--- config.mk ---
export PLATFORM = sky130hd
export DESIGN_NAME = accum_core
export DESIGN_NICKNAME = d
export VERILOG_FILES = /design/src/rtl/accum_core_pkg.sv /design/src/rtl/accum_core_call_stack.sv /design/src/rtl/accum_core.sv
export SDC_FILE = /design/constraint.sdc
export NUM_CORES = 1
export LEC_CHECK = 0
export ABC_CLOCK_PERIOD_IN_PS = 4000
export BUFFER_PORTS_ARGS = -buffer_cell sky130_fd_sc_hd__buf_4
export CORE_MARGIN = 2
export CORE_UTILIZATION = 56
export CTS_CLUSTER_SIZE = 30
export DETAILED_ROUTE_END_ITERATION = 10
export PLACE_DENSITY = 0.75
export SLEW_MARGIN = 25
export SYNTH_ARGS = -nofsm -noshare
export SYNTH_HDL_FRONTEND = slang
export SYNTH_HIERARCHICAL = 1
export SYNTH_SLANG_ARGS = --single-unit
--- constraint.sdc ---
create_clock -name clk -period 4 [get_ports clk]
set_input_delay 0.8 -clock clk [delete_from_list [all_inputs] [get_ports clk]]
set_output_delay 0.8 -clock clk [all_outputs]
set_load 0.01 [all_outputs]
--- src/rtl/accum_core_pkg.sv ---
// Shared opcode encoding and instruction field layout for the accumulator core.
package accum_core_pkg;

    // Instruction word: opcode occupies the OPC_W bits above the DATA_W-bit immediate.
    localparam int OPC_W   = 4;
    localparam int IMM_LSB = 0;

    localparam logic [OPC_W-1:0] OP_NOP  = 4'h0;
    localparam logic [OPC_W-1:0] OP_LDI  = 4'h1;
    localparam logic [OPC_W-1:0] OP_ADDI = 4'h2;
    localparam logic [OPC_W-1:0] OP_SUBI = 4'h3;
    localparam logic [OPC_W-1:0] OP_ANDI = 4'h4;
    localparam logic [OPC_W-1:0] OP_ORI  = 4'h5;
    localparam logic [OPC_W-1:0] OP_XORI = 4'h6;
    localparam logic [OPC_W-1:0] OP_NOT  = 4'h7;
    localparam logic [OPC_W-1:0] OP_JMP  = 4'h8;
    localparam logic [OPC_W-1:0] OP_JZ   = 4'h9;
    localparam logic [OPC_W-1:0] OP_CALL = 4'hA;
    localparam logic [OPC_W-1:0] OP_RET  = 4'hB;
    localparam logic [OPC_W-1:0] OP_HLT  = 4'hF;

endpackage

--- src/rtl/accum_core_call_stack.sv ---
// Return-address LIFO; push when full and pop when empty are ignored here.
module call_stack #(
    parameter int WIDTH = 4,
    parameter int DEPTH = 4
) (
    input  logic             clk,
    input  logic             reset,
    input  logic             push,
    input  logic             pop,
    input  logic [WIDTH-1:0] datain,
    output logic [WIDTH-1:0] dataout,
    output logic             full,
    output logic             empty
);

    localparam int SP_W = $clog2(DEPTH + 1);
    localparam logic [SP_W-1:0] SP_MAX = SP_W'(DEPTH);

    logic [WIDTH-1:0] entries [DEPTH];
    logic [SP_W-1:0]  sp;

    assign full  = (sp == SP_MAX);
    assign empty = (sp == '0);

    // Top of stack is entries[sp-1]; reads zero when empty.
    always_comb begin
        dataout = '0;
        for (int i = 0; i < DEPTH; i++) begin
            if (SP_W'(i + 1) == sp) dataout = entries[i];
        end
    end

    always_ff @(posedge clk) begin
        if (reset) begin
            sp <= '0;
        end else if (push && !full) begin
            for (int i = 0; i < DEPTH; i++) begin
                if (SP_W'(i) == sp) entries[i] <= datain;
            end
            sp <= sp + SP_W'(1);
        end else if (pop && !empty) begin
            sp <= sp - SP_W'(1);
        end
    end

endmodule

--- src/rtl/accum_core.sv ---
// Accumulator processor: loadable program memory, PC with jump/call/return,
// hardware return stack, one instruction retired per clock.
module accum_core
    import accum_core_pkg::*;
#(
    parameter int DATA_W      = 8,
    parameter int ADDR_W      = 4,
    parameter int STACK_DEPTH = 4
) (
    input  logic                  clk,
    input  logic                  reset,
    input  logic                  prog_we,
    input  logic [ADDR_W-1:0]     prog_addr,
    input  logic [DATA_W+3:0]     prog_data,
    input  logic                  run,
    output logic [DATA_W-1:0]     acc_out,
    output logic [ADDR_W-1:0]     pc_out,
    output logic                  zero,
    output logic                  halted,
    output logic                  stack_err
);

    localparam int INSTR_W = DATA_W + OPC_W;

    logic [INSTR_W-1:0] prog_mem [2**ADDR_W];
    logic [INSTR_W-1:0] instr;
    logic [OPC_W-1:0]   opcode;
    logic [DATA_W-1:0]  imm;
    logic [ADDR_W-1:0]  tgt;
    logic [ADDR_W-1:0]  pc_seq;
    logic [ADDR_W-1:0]  ret_addr;
    logic [DATA_W-1:0]  acc;
    logic [ADDR_W-1:0]  pc;
    logic               halt_q;
    logic               err_q;
    logic               exec;
    logic               push;
    logic               pop;
    logic               full;
    logic               empty;

    // Memory is deliberately left out of reset so a program survives it.
    always_ff @(posedge clk) begin
        if (prog_we && !reset) prog_mem[prog_addr] <= prog_data;
    end

    assign instr  = prog_mem[pc];
    assign opcode = instr[DATA_W +: OPC_W];
    assign imm    = instr[IMM_LSB +: DATA_W];
    assign tgt    = imm[ADDR_W-1:0];
    assign pc_seq = pc + ADDR_W'(1);

    assign exec = run && !prog_we && !halt_q && !reset;
    assign push = exec && (opcode == OP_CALL) && !full;
    assign pop  = exec && (opcode == OP_RET) && !empty;

    call_stack #(
        .WIDTH (ADDR_W),
        .DEPTH (STACK_DEPTH)
    ) u_call_stack (
        .clk     (clk),
        .reset   (reset),
        .push    (push),
        .pop     (pop),
        .datain  (pc_seq),
        .dataout (ret_addr),
        .full    (full),
        .empty   (empty)
    );

    always_ff @(posedge clk) begin
        if (reset) begin
            acc    <= '0;
            pc     <= '0;
            halt_q <= 1'b0;
            err_q  <= 1'b0;
        end else if (exec) begin
            case (opcode)
                OP_LDI:  begin acc <= imm;        pc <= pc_seq; end
                OP_ADDI: begin acc <= acc + imm;  pc <= pc_seq; end
                OP_SUBI: begin acc <= acc - imm;  pc <= pc_seq; end
                OP_ANDI: begin acc <= acc & imm;  pc <= pc_seq; end
                OP_ORI:  begin acc <= acc | imm;  pc <= pc_seq; end
                OP_XORI: begin acc <= acc ^ imm;  pc <= pc_seq; end
                OP_NOT:  begin acc <= ~acc;       pc <= pc_seq; end
                OP_JMP:  pc <= tgt;
                OP_JZ:   pc <= (acc == '0) ? tgt : pc_seq;
                OP_CALL: begin
                    if (full) begin
                        err_q  <= 1'b1;
                        halt_q <= 1'b1;
                    end else begin
                        pc <= tgt;
                    end
                end
                OP_RET: begin
                    if (empty) begin
                        err_q  <= 1'b1;
                        halt_q <= 1'b1;
                    end else begin
                        pc <= ret_addr;
                    end
                end
                OP_HLT:  halt_q <= 1'b1;
                default: pc <= pc_seq;
            endcase
        end
    end

    assign acc_out   = acc;
    assign pc_out    = pc;
    assign zero      = (acc == '0);
    assign halted    = halt_q;
    assign stack_err = err_q;

endmodule

# == After elaboration in Yosys (flattened, before gate mapping) ==
# Memories as Yosys holds them, arrays and structs flattened. A register that Yosys moved wholly into a read port is not among the register bits.
# Index checks and enable logic that the tools add are counted.
# totals
register_bits,17
mem_bits_rw,208
in_bits,20
output_inout_bits,15
word_cells,110
mem_count,2
# memory_table
memory,words,word_bits,read_ports,rd_clocked_by_memory_dff,wr,line,rtl
prog_mem,16,12,1,1,1,accum_core.sv:25,logic [INSTR_W-1:0] prog_mem [2**ADDR_W];
u_call_stack.entries,4,4,4,0,1,accum_core_call_stack.sv:19,logic [WIDTH-1:0] entries [DEPTH];
# op_classes
add_sub_neg,5
eq_ne,21
muxes,44
n_bitwise,5
n_reduce_logical,28
# ops
op,n
$pmux W8 S7,1
$mux W4,12
$mux W1,23
$eq A4 B4 Y1 const B,5
$pmux W4 S5,1
$eq A4 B3 Y1 const B,4
$reduce_and A4 Y1,3
$reduce_or A4 Y1,3
$logic_and A1 B1 Y1,10
$add A8 B8 Y8,1
$and A8 B8 Y8,1
$eq A4 B2 Y1 const B,2
$logic_not A8 Y1,1
$not A8 Y8,1
$or A8 B8 Y8,1
$sub A8 B8 Y8,1
$xor A8 B8 Y8,1
$reduce_bool A7 Y1,1
$eq A2 B3 Y1 const A,2
$mux W2,3
$mux W3,2
$logic_not A1 Y1,5
$add A4 B1 Y4 const B,1
$eq A4 B1 Y1 const B,1
14 further kinds,17

# == Depth between registers and ports, before layout ==
# Gate-level depths: netlist of run 1.
# logic_depth
depth_word,14
ltp_mapped,19
mapped_depth_nobuf,15

# == By module ==
# Netlist of run 1, hierarchy kept.
# by_module_without_submodules
mod,instances,cells_per_inst,area_per_inst_um2,seq_area_each_um2
accum_core,1,578,9531.6,6125.9
call_stack,1,88,974.7,540.5

# == Worst setup path before layout of run 1 ==
# No wires, ideal clock.
# synth_timing
kind,reg-to-reg
start,reg (tool-made name)
end,reg acc[5] (netlist: acc_out[5])
setup_ns,0.132
arrival_ns,3.728
required_time_ns,3.868
path_slack_ns,0.140
path_stages_with_launch,18
n_path_buf,3
period_less_slack_ns,3.860
cell_sequence,dfxtp_1 > buf_6 > buf_12 > mux4_2 > a22o_1 > a221o_1 > buf_6 > nor4_4 > mux2_2 > inv_1 > ha_1 > nor2b_1 > o2111ai_1 > and4b_1 > xor2_1 > nand3_1 > a22oi_1 > o32ai_1
# synth_lines
element,line,rtl
end signal: assignment,accum_core.sv:79,OP_LDI: begin acc <= imm; pc <= pc_seq; end
end signal: assignment,accum_core.sv:80,OP_ADDI: begin acc <= acc + imm; pc <= pc_seq; end
end signal: assignment,accum_core.sv:81,OP_SUBI: begin acc <= acc - imm; pc <= pc_seq; end
end: declaration,accum_core.sv:32,logic [DATA_W-1:0] acc;

==> results_tabular.tex, run 1 <==
\begin{tabular}{lr}
\hline
Metric & Value \\
\hline
\multicolumn{2}{l}{\textbf{Worst setup path}} \\
Worst Reg-to-Reg Cells & 15 \\
Critical path buffer and inverter count & 2 \\
Category of the critical setup timing path & reg -> reg \\
R2R setup slack & 0.14 ns \\
Crit path required time & 4.36 ns \\
Cell depth of the worst setup path & 15 \\
Crit-path max cell delay & 0.49 ns \\
Kind of start point of the critical path & register \\
Cell family with most CP delay & compound AO/OA/AOI/OAI gates \\
CP Capture Type & register \\
Worst-path cell chain & buf\_12, mux4\_2, a22o\_1, a221o\_1, nor4\_4, mux2\_4, inv\_2, ha\_1, nor2b\_2, o2111ai\_2, and4b\_1, xor2\_1, nand3\_1, a22oi\_1, o32ai\_1 \\
Worst endpoint data arrival time & roughly 4.2 ns \\
Largest fanout on the critical path & 7 \\
Destination of the worst register-to-register timing path & acc\_out[5] \\
Slowest stage cell, crit path & sky130\_fd\_sc\_hd\_\_mux4\_2 \\
\multicolumn{2}{l}{\textbf{Finish}} \\
Net count reported at finish & 813 \\
Layout overhead on the synthesized area & 16.5\% \\
Final core utilization & 65.9\% \\
Layout cell share with drive strength beyond 1 & 27.4\% \\
Number of diodes & 0 \\
Layout Cells excl Fill & 1,010 \\
\multicolumn{2}{l}{\textbf{Yosys}} \\
Gate count of the mapped netlist & 666 \\
Async set or reset register ratio after synthesis & 0\% \\
Number of warnings printed during yosys synthesis & 6 \\
Post-Syn Area & 0.0105 mm2 \\
Number of synthesized flops with an enable pin & approximately 210 \\
Unique cell type count in the Yosys netlist & 77 \\
Share of the yosys chip area belonging to registers & 63.5\% \\
Net count after synthesis & 719 \\
Total of flip-flops plus latches after synthesis & 229 \\
Main synth FF type & sky130\_fd\_sc\_hd\_\_edfxtp\_1 \\
Avg Cell Area, Syn & 15.8 um2 \\
\multicolumn{2}{l}{\textbf{Clocking}} \\
Later-pin clock latency in the skew report & $\sim$0.51 ns \\
Count of clock tree sinks & 229 \\
Number of buffers inserted during clock tree synthesis & 23 \\
Clock transition at the registers of the reported paths & approximately 0.07 ns \\
Number of hold buffers added after CTS & 0 \\
Bufs on Longest Clock Path & 3 \\
Number of H-tree levels & 1 \\
CTS Root Buffer Type & sky130\_fd\_sc\_hd\_\_clkbuf\_16 \\
TritonCTS clock tree & built \\
\multicolumn{2}{l}{\textbf{Run status}} \\
Run status & complete, no violations \\
\multicolumn{2}{l}{\textbf{Global route}} \\
Largest net degree at the start of global routing & 28 \\
Antenna violations before repair & 0 \\
First-pass GRT wire length & 36.6 mm \\
All-Layer GR Usage & 24.5\% \\
Gr ovfl total & 0 \\
Via count of the first global-routing pass & 6,382 \\
\multicolumn{2}{l}{\textbf{Drt}} \\
Total number of vias & 6,348 \\
Remaining antenna violation count & 0 \\
Total routed wirelength & between 20 and 25 mm \\
Number of remaining DRC errors & 0 \\
DRC marker count from the first detailed-route iteration & approximately 460 \\
Average wire per standard cell & 23.7 um \\
Per-cell via count in the routed design & 6.29 \\
First drt pass iteration count & 6 \\
\multicolumn{2}{l}{\textbf{Place}} \\
I/O Buffers & 34 \\
Detailed placer's ending HPWL & 15.6 mm \\
Routability cong. & 0.832 \\
Total placed cells including tap cells & 955 \\
\multicolumn{2}{l}{\textbf{Pwr}} \\
Relative contribution of the clock network to total power & 39.8\% \\
Worst-case vdd ir drop & 0.438 mV \\
Power density cells & 465 mW/mm2 \\
Internal power summed over all cells & 0.00436 W \\
Net Sw Power & between 0.001 and 0.0015 W \\
Sequential cell fraction of total power & 46.9\% \\
Combinational share of power & 13.4\% \\
Static leakage & 4.18 nW \\
Switching share of power & 23.3\% \\
\multicolumn{2}{l}{\textbf{Timing}} \\
Final setup violation count & 0 \\
Fin crit share & 96.4\% \\
Slew at the pin closest to its max-slew limit & between 0.8 and 0.9 ns \\
Achievable Freq & 0.259 GHz \\
Worst clock skew & 0.0117 ns \\
Time the worst path needs with I/O delays and setup & 3.86 ns \\
Slew headroom & approximately 43\% \\
Count of final max-slew check failures & 0 \\
RSZ-0062 raised after global routing & yes \\
Hold violation count in the final report & 0 \\
\multicolumn{2}{l}{\textbf{Floorplan}} \\
Floorplan die area & 0.0199 mm2 \\
Placeable core region & 0.0186 mm2 \\
Die Ht & 141 um \\
Number of top-level pins & 35 \\
Width of the die & 141 um \\
Initial core utilization & 56.5\% \\
Rows & 50 \\
\multicolumn{2}{l}{\textbf{Flow run}} \\
Count of max-cap constraint violations & 0 \\
\multicolumn{2}{l}{\textbf{Worst hold path}} \\
Hold-critical path endpoint & stack\_err \\
Number of instances on the worst hold path & 2 \\
Min-Delay Path Class & reg -> reg \\
Worst hold path startpoint & stack\_err \\
\hline
\end{tabular}
## state kept, by name (all words and copies together), names as in the netlist, named ones only
| name | flops |
|---|---|
| pc_out | 4 |
| u_call_stack/entries | 16 |
| halted | 1 |
| prog_mem | 192 |
| u_call_stack/sp | 3 |
| acc_out | 8 |
| stack_err | 1 |
## layout make-up
type	count	area, um2
Clock buffer	26	587
Clock inverter	15	208
Fill cell	1246	6340
Inverter	29	109
Multi-Input combinational cell	377	3570
Sequential cell	229	6670
Tap cell	234	293
Timing Repair Buffer	100	806
## cell usage in the layout (no fill, tap or decap), drive strengths merged, types with 14 or more instances in the layout
cell,n
edfxtp,208
buf,99
mux4,49
nor2,47
ha,32
inv,29
nand2,28
clkbuf,27
o21ai,27
dfxtp,21
mux2i,15
a22o,14
a21oi,14
## power by group through the flow
stage | Sequential [W] | Clock, W | Combinational (W)
2_1_floorplan | 0.00271 | 0 | 0.000476
3_3_place_gp | 0.00271 | 0 | 0.000693
3_5_place_dp | 0.00272 | 0 | 0.000713
4_1_cts | 0.00266 | 0.00229 | 0.000717
5_1_grt | 0.00267 | 0.00238 | 0.000821
6_report | 0.00267 | 0.00226 | 0.000761
## worst min-delay path, cell delays in order, from the launching register on
cell                      delay [ns]
sky130_fd_sc_hd__dfxtp_1        0.34
sky130_fd_sc_hd__a41oi_1        0.05
sky130_fd_sc_hd__nor2_1         0.08
## how the worst max path moves through the flow
stage / end / slack [ns] / start
after detailed placement: acc_out[5] / 0.10 / register
final: acc_out[5] / 0.14 / register
after global routing: acc_out[6] / -0.04 / register
after floorplan: acc_out[5] / 0.14 / register
after global placement: acc_out[6] / 0.21 / register
after CTS: acc_out[7] / 0.08 / register
## cells in the mapped netlist (3+ instances only)
master,count,area [um2]
sky130_fd_sc_hd__edfxtp_1,208,6250
sky130_fd_sc_hd__nor2_1,44,165
sky130_fd_sc_hd__mux4_2,42,946
sky130_fd_sc_hd__ha_1,32,400
sky130_fd_sc_hd__inv_1,28,105
sky130_fd_sc_hd__nand2_1,28,105
sky130_fd_sc_hd__o21ai_0,23,115
sky130_fd_sc_hd__dfxtp_1,21,420
sky130_fd_sc_hd__a21oi_1,14,70.1
sky130_fd_sc_hd__a22o_1,14,123
sky130_fd_sc_hd__mux2i_1,14,140
sky130_fd_sc_hd__nor3_1,13,65.1
sky130_fd_sc_hd__clkbuf_1,10,37.5
sky130_fd_sc_hd__nand3_1,10,50.1
sky130_fd_sc_hd__a22oi_1,9,67.6
sky130_fd_sc_hd__buf_2,9,45.0
sky130_fd_sc_hd__xnor2_1,9,78.8
sky130_fd_sc_hd__nand2b_1,8,50.1
sky130_fd_sc_hd__a31oi_1,7,43.8
sky130_fd_sc_hd__mux2_2,7,78.8
sky130_fd_sc_hd__mux4_1,7,184
sky130_fd_sc_hd__buf_6,6,67.6
sky130_fd_sc_hd__nor2b_1,5,31.3
sky130_fd_sc_hd__o31ai_1,5,37.5
sky130_fd_sc_hd__a311o_1,4,40.0
sky130_fd_sc_hd__and3_1,4,25.0
sky130_fd_sc_hd__nor4_1,4,25.0
sky130_fd_sc_hd__o22ai_1,4,25.0
sky130_fd_sc_hd__a21boi_0,3,22.5
sky130_fd_sc_hd__a221oi_1,3,26.3
sky130_fd_sc_hd__a221oi_2,3,45.0
sky130_fd_sc_hd__and2_1,3,18.8
sky130_fd_sc_hd__buf_4,3,22.5
sky130_fd_sc_hd__nand4_1,3,18.8
sky130_fd_sc_hd__o211ai_1,3,22.5
sky130_fd_sc_hd__o21a_1,3,22.5
sky130_fd_sc_hd__o21ai_1,3,15.0
## routing by layer
| metal | vias to the layer above | part of all wire [%] | GRT usage [%] |
|---|---|---|---|
| met3 | 40 | 6.6 | 3.91 |
| met4 | 0 | 2.3 | 7.63 |
| li1 | 2846 | - | - |
| met1 | 3231 | 40 | 32.5 |
| met5 | - | 0 | 0 |
| met2 | 231 | 51 | 42.1 |
## kinds of logic (layout without fill, tap and decap cells)
| kind of cell | Yosys count | count (layout) | share of synthesized area, % |
|---|---|---|---|
| flops | 229 | 229 | 63.5 |
| simple gates | 143 | 143 | 7.03 |
| compound gates | 119 | 119 | 8.69 |
| mux | 71 | 71 | 13.0 |
| buf+inv | 60 | 170 | 2.94 |
| fa+ha+maj | 33 | 33 | 4.00 |
| xor+xnor | 11 | 11 | 0.917 |
## stage by stage
stage	power, W	hold slack [ns]	worst slack, ns	cell area [um2]	setup TNS [ns]
floorplan	0.00319	0.511	0.140	10500	0
global placement	0.00341	0.465	0.206	11300	0
detailed placement	0.00343	0.483	0.102	11300	0
CTS	0.00568	0.502	0.0839	12100	0
global route	0.00587	0.551	-0.0427	12200	-0.107
finish	0.00569	0.498	0.144	12200	0
## what timing repair did
action                     in CTS  in global routing
setup endpoints to repair       0                  4
resized for setup               0                 10
buffers inserted                0                 13
Power figures use the tool's default switching activity.
==> run 2: changes to the inputs <==
Settings changed: SETUP_SLACK_MARGIN from default to 0.2.
==> run 2 against run 1 <==
  * Cell area increased by 0.25%
  * Clock power increased by 2%
  * Critical path depth unchanged
  * Via count increased by 1.6%
  * Utilization increased by 0.16 points
==> results_tabular.tex, run 2 (synthesis gave the netlist of run 1 again) <==
\begin{tabular}{lr}
\hline
Metric & Value \\
\hline
\multicolumn{2}{l}{\textbf{Pwr}} \\
Sequential cell fraction of total power & 46.6\% \\
Static leakage & 4.19 nW \\
Overall power & 0.00573 W \\
Combinational share of power & 13.2\% \\
Worst-case vdd ir drop & between 0.3 and 0.4 mV \\
Switching share of power & about a quarter \\
Relative contribution of the clock network to total power & between 40\% and 50\% \\
Internal power summed over all cells & 0.00438 W \\
Power density cells & 467 mW/mm2 \\
Net Sw Power & 0.00135 W \\
\multicolumn{2}{l}{\textbf{Floorplan}} \\
Placeable core region & 0.0186 mm2 \\
Number of top-level pins & 35 \\
Initial core utilization & a little under three fifths \\
Width of the die & about 140 um \\
Floorplan die area & 0.0199 mm2 \\
Rows & 50 \\
Die Ht & 141 um \\
\multicolumn{2}{l}{\textbf{Timing}} \\
Fin crit share & 94.1\% \\
Slew headroom & 45.6\% \\
Final setup violation count & 0 \\
Hold violation count in the final report & 0 \\
Setup TNS & 0 ns \\
Achievable Freq & roughly 0.27 GHz \\
RSZ-0062 raised after global routing & yes \\
Count of final max-slew check failures & 0 \\
Slew at the pin closest to its max-slew limit & approximately 0.81 ns \\
Worst clock skew & 0.0102 ns \\
Time the worst path needs with I/O delays and setup & 3.76 ns \\
\multicolumn{2}{l}{\textbf{Place}} \\
Routability cong. & 0.920 \\
Detailed placer's ending HPWL & between 15 and 20 mm \\
Post-DP Area & 0.0113 mm2 \\
I/O Buffers & 34 \\
\multicolumn{2}{l}{\textbf{Clocking}} \\
Number of buffers inserted during clock tree synthesis & 25 \\
CTS Root Buffer Type & sky130\_fd\_sc\_hd\_\_clkbuf\_16 \\
Count of clock tree sinks & 229 \\
Number of H-tree levels & 1 \\
Clock transition at the registers of the reported paths & around 0.060 ns \\
Later-pin clock latency in the skew report & 0.52 ns \\
TritonCTS clock tree & built \\
Bufs on Longest Clock Path & 3 \\
\multicolumn{2}{l}{\textbf{Worst setup path}} \\
Cell family with most CP delay & compound AO/OA/AOI/OAI gates \\
Largest fanout on the critical path & 5 \\
CP Capture Type & register \\
Worst endpoint data arrival time & roughly 4.2 ns \\
Cell mode on critical path & sky130\_fd\_sc\_hd\_\_a22o\_1 \\
Slowest stage cell, crit path & sky130\_fd\_sc\_hd\_\_mux4\_2 \\
Kind of start point of the critical path & register \\
Category of the critical setup timing path & reg -> reg \\
Crit-path max cell delay & 0.49 ns \\
Crit path required time & 4.39 ns \\
Critical path buffer and inverter count & 2 \\
Worst-path cell chain & buf\_6, mux4\_2, a22o\_1, a221o\_1, nor4\_4, mux2\_4, inv\_2, ha\_4, nor2b\_4, o2111ai\_2, nand4\_1, a22o\_1, and3\_1, mux2i\_1, a21oi\_1 \\
\multicolumn{2}{l}{\textbf{Drt}} \\
DRC marker count from the first detailed-route iteration & between 500 and 600 \\
Per-cell via count in the routed design & 6.39 \\
First drt pass iteration count & 5 \\
Remaining antenna violation count & 0 \\
Number of remaining DRC errors & 0 \\
Total routed wirelength & 24.3 mm \\
Total number of vias & roughly 6,400 \\
Average wire per standard cell & 24.1 um \\
\multicolumn{2}{l}{\textbf{Finish}} \\
Layout cell share with drive strength beyond 1 & 28.4\% \\
Cell area after layout & 0.0123 mm2 \\
Number of diodes & 0 \\
Commonest non-fill, non-tap cell in the layout & sky130\_fd\_sc\_hd\_\_edfxtp\_1 \\
Flip-flop count of the largest register after layout & 192 \\
Fill cell instance count of the final layout & 1,246 \\
Net count reported at finish & 810 \\
Top reg by flops & prog\_mem \\
Layout overhead on the synthesized area & 16.8\% \\
Most frequent cells in the layout & sky130\_fd\_sc\_hd\_\_edfxtp\_1, sky130\_fd\_sc\_hd\_\_buf\_4, sky130\_fd\_sc\_hd\_\_nor2\_1, sky130\_fd\_sc\_hd\_\_mux4\_2, sky130\_fd\_sc\_hd\_\_ha\_1 \\
\multicolumn{2}{l}{\textbf{Flow run}} \\
Count of max-cap constraint violations & 0 \\
\multicolumn{2}{l}{\textbf{Worst hold path}} \\
Min-Delay Path Class & reg -> reg \\
\multicolumn{2}{l}{\textbf{Global route}} \\
Gr ovfl total & 0 \\
Largest net degree at the start of global routing & 23 \\
First-pass GRT wire length & 37.2 mm \\
Via count of the first global-routing pass & 6,352 \\
All-Layer GR Usage & 24.8\% \\
Antenna violations before repair & 0 \\
\multicolumn{2}{l}{\textbf{Run status}} \\
Run status & complete, no violations \\
\hline
\end{tabular}
## run 2: cell types whose count changed in the layout (fill, tap and decap cells not counted), moves of 2 or more
cell	change
sky130_fd_sc_hd__clkinvlp_4	-2
sky130_fd_sc_hd__ha_1	-2
sky130_fd_sc_hd__o21ai_1	-2
sky130_fd_sc_hd__clkinv_2	+2
sky130_fd_sc_hd__buf_4	-6
sky130_fd_sc_hd__clkbuf_8	+3
sky130_fd_sc_hd__bufinv_16	-2
sky130_fd_sc_hd__buf_6	+2
## run 2: worst min-delay path: stages (launching register included)
cell	delay, ns
sky130_fd_sc_hd__dfxtp_1	0.33
sky130_fd_sc_hd__a41oi_1	0.05
sky130_fd_sc_hd__nor2_1	0.07
## run 2: power by group through the flow
stage                     Combinational (W)  Clock (W)  Sequential [W]
after floorplan                    0.000486          0         0.00271
after global placement             0.000704          0         0.00272
after detailed placement           0.000718          0         0.00272
after CTS                          0.000726    0.00234         0.00267
after global routing               0.000819    0.00243         0.00267
final                              0.000757    0.00230         0.00267
## run 2: metrics by stage
stage,hold WS (ns),cells,setup slack [ns],util [%]
after floorplan,0.511,666,0.204,-
after global placement,0.465,957,0.167,60.9
after detailed placement,0.479,957,0.140,60.9
after CTS,0.498,1002,0.204,65.5
after global routing,0.536,1009,0.0788,66.1
final,0.492,1009,0.235,66.1
## run 2: layout make-up
class	instances	area, um2	share of cell area [%]
clock buffers	32	682	5.56
clock inverters	13	150	1.22
inverters	29	109	0.887
multi-input cells	377	3610	29.4
flip-flops and latches	229	6670	54.4
well taps	234	293	2.39
repair buffers	95	758	6.18
## run 2: per-layer routing
metal | GRT usage [%] | vias up | wire length, um
met5 | 0 | - | 0
met4 | 6.47 | 0 | 424
met3 | 3.50 | 32 | 1710
met2 | 41.7 | 302 | 12100
met1 | 34.5 | 3276 | 10000
li1 | - | 2837 | -
## run 2: path summary, 6_finish.rpt
| check | startpoint | endpoint | slack, ns | cells after the start |
|---|---|---|---|---|
| max reg2reg | register | acc_out[7] | 0.24 | 15 |
| min | stack_err | stack_err | 0.49 | 2 |
| max | register | acc_out[7] | 0.24 | 15 |
| min reg2reg | stack_err | stack_err | 0.49 | 2 |
## run 2: repair_timing
action	4_1_cts	5_1_grt
endpoints found under the setup margin	4	4
hold buffers	0	0
gates resized for setup	4	13
buffers inserted	0	7
pin swaps	0	12
==> run 3: changes to the inputs <==
Settings changed: CAP_MARGIN from default to 10, GPL_ROUTABILITY_DRIVEN from default to 0, SYNTH_HIERARCHICAL 1 to default.
==> run 3 against run 2 <==
  * Synthesized cell count down 4.4%
  * Utilization up 1.0 points
  * Area after synthesis down 3.5%
  * Total power down 4.9%
  * Clock skew up 0.0056 ns
  * Clock power down 5%
  * Worst hold slack worse by 0.029 ns
  * Sequential power about the same
  * Register-to-register slack worse by 0.097 ns
  * Combinational power down 19%
  * Die area down 3.4%
  * Highest routed layer unchanged
==> results_tabular.tex, run 3 <==
\begin{tabular}{lr}
\hline
Metric & Value \\
\hline
\multicolumn{2}{l}{\textbf{Run status}} \\
Run status & complete, no violations \\
\multicolumn{2}{l}{\textbf{Place}} \\
Total placed cells including tap cells & between 900 and 1,000 \\
Post-DP Area & 0.0109 mm2 \\
I/O Buffers & 34 \\
Detailed placer's ending HPWL & 15.2 mm \\
\multicolumn{2}{l}{\textbf{Timing}} \\
Achievable Freq & around 0.26 GHz \\
Slew headroom & 40.8\% \\
Final setup violation count & 0 \\
Fin crit share & between 90 and 100\% \\
Slew at the pin closest to its max-slew limit & just under 0.9 ns \\
Hold violation count in the final report & 0 \\
RSZ-0062 raised after global routing & yes \\
Count of final max-slew check failures & 0 \\
Setup TNS & 0 ns \\
Hold\_ws & 0.463 ns \\
Worst clock skew & 0.0158 ns \\
Time the worst path needs with I/O delays and setup & 3.86 ns \\
\multicolumn{2}{l}{\textbf{Global route}} \\
First-pass GRT wire length & approximately 36 mm \\
Largest net degree at the start of global routing & 32 \\
Via count of the first global-routing pass & 6,285 \\
All-Layer GR Usage & 24.9\% \\
Gr ovfl total & 0 \\
Antenna violations before repair & 0 \\
\multicolumn{2}{l}{\textbf{Clocking}} \\
Later-pin clock latency in the skew report & 0.52 ns \\
CTS Root Buffer Type & sky130\_fd\_sc\_hd\_\_clkbuf\_16 \\
Count of clock tree sinks & 229 \\
Number of H-tree levels & 1 \\
Number of hold buffers added after CTS & 0 \\
Clock transition at the registers of the reported paths & around 0.060 ns \\
TritonCTS clock tree & built \\
Number of buffers inserted during clock tree synthesis & 23 \\
Bufs on Longest Clock Path & 3 \\
\multicolumn{2}{l}{\textbf{Drt}} \\
Total routed wirelength & 23.7 mm \\
Routed metal-1 wirelength & approximately 9.3 mm \\
Remaining antenna violation count & 0 \\
Average wire per standard cell & 24.3 um \\
Total number of vias & 6,278 \\
Number of remaining DRC errors & 0 \\
Met2 routed wirelength & 12.1 mm \\
Uppermost signal routing layer after detailed routing & met4 \\
DRC marker count from the first detailed-route iteration & 654 \\
First drt pass iteration count & 7 \\
Per-cell via count in the routed design & 6.45 \\
Total met3 wirelength after detailed routing & 1.54 mm \\
\multicolumn{2}{l}{\textbf{Worst setup path}} \\
Worst endpoint data arrival time & $\sim$4.3 ns \\
Largest fanout on the critical path & 6 \\
Slowest stage cell, crit path & sky130\_fd\_sc\_hd\_\_mux4\_2 \\
Kind of start point of the critical path & register \\
Cell family with most CP delay & simple AND/OR/NAND/NOR gates \\
Crit path required time & 4.43 ns \\
Critical path buffer and inverter count & 3 \\
Worst-path cell chain & buf\_12, buf\_16, mux4\_2, mux4\_2, nor2\_4, nand3\_4, nor2\_2, a21o\_1, inv\_1, ha\_1, nor2b\_1, o2111a\_1, nor2\_2, a21oi\_2, xnor2\_1, or4\_1, a31oi\_1 \\
Category of the critical setup timing path & reg -> reg \\
Crit-path max cell delay & 0.53 ns \\
CP Capture Type & register \\
\multicolumn{2}{l}{\textbf{Pwr}} \\
Power density cells & 456 mW/mm2 \\
Overall power & 0.00545 W \\
Worst-case vdd ir drop & 0.399 mV \\
Static leakage & 4.06 nW \\
\multicolumn{2}{l}{\textbf{Finish}} \\
Commonest non-fill, non-tap cell in the layout & sky130\_fd\_sc\_hd\_\_edfxtp\_1 \\
Layout Cells excl Fill & 974 \\
Net count reported at finish & 781 \\
Cell area after layout & 0.0120 mm2 \\
Layout overhead on the synthesized area & 18.1\% \\
Most frequent cells in the layout & sky130\_fd\_sc\_hd\_\_edfxtp\_1, sky130\_fd\_sc\_hd\_\_buf\_4, sky130\_fd\_sc\_hd\_\_mux4\_2, sky130\_fd\_sc\_hd\_\_nand2\_1, sky130\_fd\_sc\_hd\_\_nor2\_1 \\
Top reg by flops & prog\_mem \\
Flip-flop count of the largest register after layout & $\sim$190 \\
Layout cell share with drive strength beyond 1 & 28.5\% \\
Number of diodes & 0 \\
\multicolumn{2}{l}{\textbf{Worst hold path}} \\
Min-Delay Path Class & reg -> reg \\
\multicolumn{2}{l}{\textbf{Flow run}} \\
Count of max-cap constraint violations & 0 \\
\multicolumn{2}{l}{\textbf{Yosys}} \\
Largest area contributor in the synthesized netlist & sky130\_fd\_sc\_hd\_\_edfxtp\_1 \\
Main synth FF type & sky130\_fd\_sc\_hd\_\_edfxtp\_1 \\
Gate count of the mapped netlist & 637 \\
Post-Syn Area & 0.0101 mm2 \\
Unique cell type count in the Yosys netlist & 60 \\
Share of the synthesized area in the top cell type & 61.6\% \\
Async set or reset register ratio after synthesis & 0\% \\
Avg Cell Area, Syn & 15.9 um2 \\
Number of warnings printed during yosys synthesis & 0 \\
Total of flip-flops plus latches after synthesis & about 230 \\
Post-synth top cells & sky130\_fd\_sc\_hd\_\_edfxtp\_1, sky130\_fd\_sc\_hd\_\_mux4\_2, sky130\_fd\_sc\_hd\_\_nand2\_1 \\
Most frequent cell after synthesis & sky130\_fd\_sc\_hd\_\_edfxtp\_1 \\
Share of the yosys chip area belonging to registers & 65.8\% \\
Main area contributors after synthesis & sky130\_fd\_sc\_hd\_\_edfxtp\_1, sky130\_fd\_sc\_hd\_\_mux4\_2, sky130\_fd\_sc\_hd\_\_dfxtp\_1 \\
Net count after synthesis & 690 \\
Number of synthesized flops with an enable pin & 208 \\
\multicolumn{2}{l}{\textbf{Floorplan}} \\
Placeable core region & 0.0178 mm2 \\
Number of top-level pins & 35 \\
Floorplan die area & 0.0192 mm2 \\
Die Ht & 139 um \\
Width of the die & 139 um \\
Rows & 49 \\
Initial core utilization & 56.8\% \\
\hline
\end{tabular}
[run 3: cell types whose count changed after synthesis, moves of 5 or more]
cell / before / now
sky130_fd_sc_hd__a21oi_1: 14 / 20
sky130_fd_sc_hd__a22o_1: 14 / 4
sky130_fd_sc_hd__a22oi_1: 9 / 20
sky130_fd_sc_hd__a32o_1: 0 / 5
sky130_fd_sc_hd__clkbuf_1: 10 / 15
sky130_fd_sc_hd__mux2_2: 7 / 0
sky130_fd_sc_hd__mux2i_1: 14 / 4
sky130_fd_sc_hd__nand2_1: 28 / 42
sky130_fd_sc_hd__nor2_1: 44 / 37
sky130_fd_sc_hd__o21ai_0: 23 / 13
[run 3: worst paths after layout]
path | start | to | slack, ns | cells after the start
worst max-delay path | register | acc_out[7] | 0.14 | 17
worst min-delay path | stack_err | stack_err | 0.46 | 2
worst max register to register | register | acc_out[7] | 0.14 | 17
worst min register to register | stack_err | stack_err | 0.46 | 2
[run 3: logic make-up after synthesis]
group | Yosys count | share of synthesized area (%)
simple gates | 142 | 6.80
flops | 229 | 65.8
buf+inv | 53 | 2.38
xor+xnor | 16 | 1.38
mux | 54 | 11.7
compound gates | 110 | 7.84
fa+ha+maj | 33 | 4.15
[run 3: what timing repair did]
action / CTS / global route
gates cloned: 1 / 0
endpoints found under the setup margin: 5 / 5
pin swaps: 7 / 10
resized for setup: 15 / 17
buffers inserted: 14 / 5
[run 3: metal layers]
layer  track usage [%]  vias up
li1                  -     2712
met1              33.0     3212
met2              42.8      299
met3              3.71       55
met4              8.11        0
met5                 0        -
[run 3: metrics by stage]
step	setup WS (ns)	util, %
2_1_floorplan	0.203	-
3_3_place_gp	0.0393	61.1
3_5_place_dp	-0.0331	61.1
4_1_cts	0.164	66.6
5_1_grt	-0.0208	67.1
6_report	0.138	67.1
[run 3: final cells by class]
class,instances,area [um2]
inverters,26,97.6
fillers,1166,5880
clock buffers,28,594
flip-flops and latches,229,6670
well taps,229,287
multi-input cells,355,3340
clock inverters,14,169
repair buffers,93,806
[run 3: worst reg2reg max path: cells and delay by family (launching register included)]
kind	cells	cell delay, ns
XOR/XNOR	1	0.10
buffers and inverters	3	0.28
multiplexers	2	1.01
AND/OR/NAND/NOR	6	1.01
AO/OA/AOI/OAI	4	0.72
flip-flops	1	0.41
adder cells (fa/ha/maj)	1	0.25
[run 3: power by group]
group / switching (W) / leakage [nW] / internal, W
combinational: 0.000341 / 1.65 / 0.000271
sequential: 0.0000202 / 2.04 / 0.00264
clock: 0.000909 / 0.369 / 0.00127
total: 0.00127 / 4.06 / 0.00418
